[src/rtl/regfile_bus_pkg.sv]
// rtl/regfile_bus_pkg.sv - shared constants and helpers for the bus register file
package regfile_bus_pkg;

  localparam int unsigned WIDTH_DEFAULT = 16;
  localparam int unsigned REG_SP = 6;
  localparam int unsigned REG_PC = 7;
  localparam logic [15:0] PC_RESET_DEFAULT = 16'h0000;

  // True when more than one select bit is set; clearing the lowest set bit leaves a remainder.
  function automatic logic onehot_violation(input logic [7:0] vec);
    return (vec & (vec - 8'd1)) != 8'd0;
  endfunction

endpackage

[src/rtl/regfile_bus_cell.sv]
// rtl/regfile_bus_cell.sv - single register with async reset value and load enable
module regfile_bus_cell #(
  parameter int unsigned WIDTH = 16,
  parameter logic [WIDTH-1:0] RESET_VAL = '0
) (
  input  logic             clk,
  input  logic             reset,
  input  logic             load,
  input  logic [WIDTH-1:0] d,
  output logic [WIDTH-1:0] q
);

  always_ff @(posedge clk or posedge reset) begin
    if (reset) begin
      q <= RESET_VAL;
    end else if (load) begin
      q <= d;
    end
  end

endmodule

[src/rtl/regfile_bus.sv]
// rtl/regfile_bus.sv - 8-entry bus register file, r7 is the PC (optional checks: REGFILE_BUS_CHECK_EN)
module regfile_bus
  import regfile_bus_pkg::*;
#(
  parameter int unsigned WIDTH = WIDTH_DEFAULT,
  parameter int unsigned NREGS = 8,
  parameter logic [WIDTH-1:0] PC_RESET = PC_RESET_DEFAULT[WIDTH-1:0]
) (
  input  logic             clk,
  input  logic             reset,
  input  logic [7:0]       regOes,
  input  logic [7:0]       regLoads,
  input  logic [WIDTH-1:0] data_in,
  input  logic             pc_inc,
  output logic [WIDTH-1:0] data_out,
  output logic             data_out_en,
  output logic [WIDTH-1:0] pc,
  output logic             bus_err
);

  logic [WIDTH-1:0] regs [NREGS];

  for (genvar i = 0; i < REG_PC; i++) begin : g_cell
    regfile_bus_cell #(
      .WIDTH     (WIDTH),
      .RESET_VAL ('0)
    ) u_cell (
      .clk   (clk),
      .reset (reset),
      .load  (regLoads[i]),
      .d     (data_in),
      .q     (regs[i])
    );
  end

  // A load to r7 is a jump and always beats the sequencer's increment.
  always_ff @(posedge clk or posedge reset) begin
    if (reset) begin
      regs[REG_PC] <= PC_RESET;
    end else if (regLoads[REG_PC]) begin
      regs[REG_PC] <= data_in;
    end else if (pc_inc) begin
      regs[REG_PC] <= regs[REG_PC] + WIDTH'(1);
    end
  end

  always_comb begin
    data_out = '0;
    for (int i = 0; i < NREGS; i++) begin
      if (regOes[i]) data_out = data_out | regs[i];
    end
  end

  assign data_out_en = |regOes;
  assign pc = regs[REG_PC];

`ifdef REGFILE_BUS_CHECK_EN
  always_ff @(posedge clk or posedge reset) begin
    if (reset) begin
      bus_err <= 1'b0;
    end else if (onehot_violation(regOes) || (pc_inc && regLoads[REG_PC])) begin
      bus_err <= 1'b1;
    end
  end
`else
  assign bus_err = 1'b0;
`endif

endmodule

[config.mk]
export PLATFORM = sky130hd
export DESIGN_NAME = regfile_bus
export DESIGN_NICKNAME = d
export VERILOG_FILES = /design/src/rtl/regfile_bus_pkg.sv /design/src/rtl/regfile_bus_cell.sv /design/src/rtl/regfile_bus.sv
export SDC_FILE = /design/constraint.sdc
export NUM_CORES = 1
export LEC_CHECK = 0
export BUFFER_PORTS_ARGS = -buffer_cell sky130_fd_sc_hd__buf_4
export CAP_MARGIN = 40
export CORE_ASPECT_RATIO = 0.8
export CORE_UTILIZATION = 40
export DETAILED_ROUTE_END_ITERATION = 7
export PLACE_DENSITY = 0.58
export SLEW_MARGIN = 20
export SYNTH_ARGS = -nofsm -noshare
export SYNTH_HDL_FRONTEND = slang
export SYNTH_SLANG_ARGS = --single-unit
export TNS_END_PERCENT = 5
[constraint.sdc]
create_clock -name clk -period 4.14 [get_ports clk]
set_input_delay 0.414 -clock clk [delete_from_list [all_inputs] [get_ports clk]]
set_output_delay 0.414 -clock clk [all_outputs]
set_load 0.03 [all_outputs]
## After elaboration in Yosys (flattened, before gate mapping)

Index checks and enable logic that the tools add are counted.

- Bits of input ports: 35
- Bits in registers: 128
- Word-level logic and storage cells: 28

- Reduce and logical (&&, ||, !) cells: 2
- Add/subtract/negate cells: 1
- Bitwise gates (word level): 7
- Mux-type cells: 10

Operator list:

| cell | count |
|---|---|
| $mux W16 | 10 |
| $or A16 B16 Y16 | 7 |
| $add A16 B1 Y16 const B | 1 |
| $reduce_or A8 Y1 | 1 |
| $reduce_bool A2 Y1 | 1 |

## Longest topological paths before layout

- Depth after elaboration: 15
- Gate-level depth with buffers: 6
- Depth with buffers taken out: 5

## By module

From an unflattened synthesis, not the netlist that was laid out.

- Cells, all modules: 458
- Area total of the unflattened synthesis: 6296.0 um2

Modules (own cells, without submodules):

| module | instances | seq. area each (um2) | area each (um2) | cells each |
|---|---|---|---|---|
| regfile_bus_cell | 7 | 400.4 | 653.1 | 35 |
| regfile_bus | 1 | 400.4 | 1724.2 | 213 |

## Worst setup path after synthesis

OpenSTA, ideal clock, no wires.

- Path kind: reg2reg
- From: reg regs (netlist bit pc[5])
- To: reg regs (netlist bit pc[15])
- Setup slack: 2.361 ns
- Data required time: 4.058 ns
- Setup time: 0.082 ns
- Arrival: 1.698 ns
- Stages on the path, launching flop included: 6
- Cells stage by stage: dfrtp_1 > buf_2 > nand3_1 > or3_4 > or3_1 > a31oi_1

- Word-level cells in the longest chain between the ends: 3

Ends and longest elaborated chain:

| element | line | text |
|---|---|---|
| from (decl) | regfile_bus.sv:21 | `logic [WIDTH-1:0] regs [NREGS];` |
| from (signal, indexed assignment) | regfile_bus.sv:41 | `regs[REG_PC] <= data_in;` |
| from (signal, indexed assignment) | regfile_bus.sv:43 | `regs[REG_PC] <= regs[REG_PC] + WIDTH'(1);` |
| $add A16 B1 Y16 | regfile_bus.sv:43 |  |
| $mux W16 | regfile_bus.sv:42 | `end else if (pc_inc) begin` |
| $mux W16 | regfile_bus.sv:40 | `end else if (regLoads[REG_PC]) begin` |

Every way passes these cells. The select of a mux whose other input is x is not followed.
A chain may end at the register's enable or synchronous reset.

## Worst setup path after layout

- From: reg regs (netlist bit pc[5])
- To: out data_out[5]

- Word-level cells in the longest chain between the ends: 2

Ends and longest elaborated chain:

| element | line | text |
|---|---|---|
| $or A16 B16 Y16 | regfile_bus.sv:50 | `if (regOes[i]) data_out = data_out \| regs[i];` |
| $mux W16 | regfile_bus.sv:50 |  |
| to (decl) | regfile_bus.sv:15 | `output logic [WIDTH-1:0] data_out,` |

Every way passes these cells.

==> results by group <==
STA
  – Final Hold Vio Count: 0
  – Relative slew slack: 0.525
  – Setup TNS: 0 ns
  – Hold WS: 0.162 ns
  – RSZ-0062 raised after global routing: false
  – Min Tclk post-route: 1.89 ns
  – Maximum achievable frequency: 0.529 GHz
  – Actual slew at the worst max-slew pin: 0.712 ns
  – Crit share post-route: 0.456
  – # setup viols final: 0
  – Worst Skew: 0.00933 ns
  – Max-slew violation count: 0

Critical path
  – Setup crit end kind: output pin
  – CP cell instances: a22oi_1 > nand4_1 > buf_4
  – Critical path class: reg2out
  – CP arrival: 1.48 ns
  – CP Launch Type: register
  – CP required: 3.73 ns
  – Crit path max-delay cell type: dfrtp_1
  – CP max stage delay: 0.50 ns
  – CP max FO: 8
  – Internal reg-to-reg setup slack: 2.39 ns

Hold path
  – Tightest Hold Check Type: in2async

Clock tree
  – Clock slew at reported path FFs: 0.05 ns
  – CTS root buf: clkbuf_16
  – Clock Latency Late Sink: 0.41 ns
  – Clock sinks: 128
  – CTS Hold Bufs: 0
  – CTS Buf Count: 17
  – # resized after CTS: 0
  – Clock Tree Buf Depth: 2
  – Post-CTS Setup Inserts: 0
  – CTS tree: done
  – H-tree levels: 4

Placement
  – GP Congestion: 0.763
  – I/O Buffers: 67
  – DP HPWL: 9180 microns
  – Placed insts: 653

Die
  – Die height: 109 microns
  – Die Wd: 135 microns
  – Initial Utilization: 0.414
  – Core box area: 13700 sq um
  – Die ar.: 14700 sq um
  – IO Pins: 69
  – Cell Rows: 38

Run status
  – Status: complete, no violations

Logic synthesis
  – Synth cell count leaders: 128 x dfrtp_1, 112 x mux2_2, 64 x a22oi_1
  – Synth top area share: 0.563
  – Synth top area cells: dfrtp_1 56%, mux2_2 22%, a22oi_1 8.4%
  – Post-synth EDFFs: 0
  – Register area share after synthesis: 0.563
  – Most common cell in the netlist: dfrtp_1
  – Asr flop ratio synth: 1.00
  – Mapped Area: 5690 sq um
  – YS warnings: 0
  – Register bit total from synthesis: 128
  – Distinct cells, synth: 30
  – Syn Nets: 478
  – Biggest area consumer among synthesized cells: dfrtp_1
  – Avg Inst Size Synth: 12.9 sq um
  – Top_reg_cell synth: dfrtp_1
  – Mapped Cells: 442

Route
  – TritonRoute pass-1 iters: 5
  – WL per Instance: 22.5 microns
  – Vias/cell: 5.80
  – DR vias: 3968
  – Post-Route WL: 15400 microns
  – Detailed Route Iter0 Violations: 267
  – DRC Markers: 0
  – Post-route ant nets: 0

Final layout
  – Post-Layout Cell Count: 684
  – Share of layout cells above drive strength 1: 0.427
  – Nets: 528
  – Diode count: 0
  – Area Growth Syn to Fin: 20.6%
  – Fill cell count: 1224

Global routing
  – Initial antenna violation count: 0
  – Largest net degree at the start of global routing: 129
  – GRT Total Usage: 0.225
  – Vias in the first global route: 4135
  – Gr ovfl total: 0
  – Global-route wire length before repair: 23800 microns

Job
  – Max-Cap Viols: 0

Power and ir drop
  – Pwr dens: 492 nW/um^2
  – LEAKAGE: 2.87 nW
  – Maximum VDD drop: 292 uV
## final cells by class
cell class | instances | area (sq um) | share of cell area
timing repair buffer | 68 | 523 | 0.0762
sequential | 128 | 3200 | 0.467
multi-input combinational | 273 | 2320 | 0.339
clock buffer | 20 | 457 | 0.0665
inverter | 4 | 17.5 | 0.00255
tap | 180 | 225 | 0.0328
clock inverter | 11 | 115 | 0.0168
## where the power goes
group          total [W]  internal (W)  switching [W]  leakage (nW)
registers        0.00147       0.00138      0.0000894          1.50
clock network    0.00144      0.000907       0.000533         0.273
logic           0.000470      0.000211       0.000259          1.10
total            0.00338       0.00250       0.000881          2.87
## worst paths after layout
kind / start / endpoint / depth (start not counted)
worst max-delay path: pc[5] / data_out[5] / 3
worst min-delay path: reset / g_cell[0].u_cell.q[4] / 3
worst max register to register: pc[1] / pc[12] / 5
worst min register to register: g_cell[5].u_cell.q[1] / g_cell[5].u_cell.q[1] / 1
max in group asynchronous: reset / g_cell[6].u_cell.q[1] / 3
min in group clk: data_in[1] / pc[1] / 3
## metrics by stage
| stage | util | power, W | instance area (sq um) | worst slack (ns) |
|---|---|---|---|---|
| final | 0.500 | 0.00338 | 6870 | 2.25 |
| after global routing | 0.500 | 0.00352 | 6870 | 2.17 |
| after CTS | 0.500 | 0.00340 | 6870 | 2.23 |
| after detailed placement | 0.458 | 0.00196 | 6290 | 2.46 |
| after global placement | 0.458 | 0.00194 | 6290 | 2.45 |
| after floorplan | - | 0.00178 | 5690 | 0.313 |
## state kept, by name, indices dropped and copies added (netlist names)
register and cells:
pc 16, g_cell.u_cell.q 112
## cell families after synthesis
group	synth area share
flip-flops	0.563
multiplexers	0.223
AO/OA/AOI/OAI	0.104
AND/OR/NAND/NOR	0.0613
buffers and inverters	0.0286
XOR/XNOR	0.0169
adder cells (fa/ha/maj)	0.00220
other	0.000659
## routing by layer
| layer | global-route usage | share of wire | vias to the layer above |
|---|---|---|---|
| li1 | - | - | 1751 |
| met5 | 0 | 0 | - |
| met1 | 0.315 | 0.48 | 2071 |
| met3 | 0.0604 | 0.053 | 17 |
| met2 | 0.337 | 0.45 | 129 |
| met4 | 0.0795 | 0.017 | 0 |
## worst max-delay path: cells and delay by family, from the launching register on
kind	cells	cell delay [ns]
compound gates	1	0.19
buf+inv	1	0.21
flops	1	0.50
simple gates	1	0.17
## cells in the final DEF, fill, tap and decap left out, types with 3 or more instances in the layout
cell	netlist	final
nor2_1	6	6
nand2_1	17	17
xor2_1	5	5
clkinv_2	0	5
mux2_2	112	112
a22oi_1	64	64
nand4_1	20	20
o21ai_0	14	14
inv_1	4	3
a31oi_1	4	4
dfrtp_1	128	128
nor4_1	3	3
xnor2_1	6	6
clkinvlp_4	0	4
clkbuf_16	0	17
buf_4	1	67
nand3_1	6	6
Note: power is estimated with default switching activity, not from simulation.
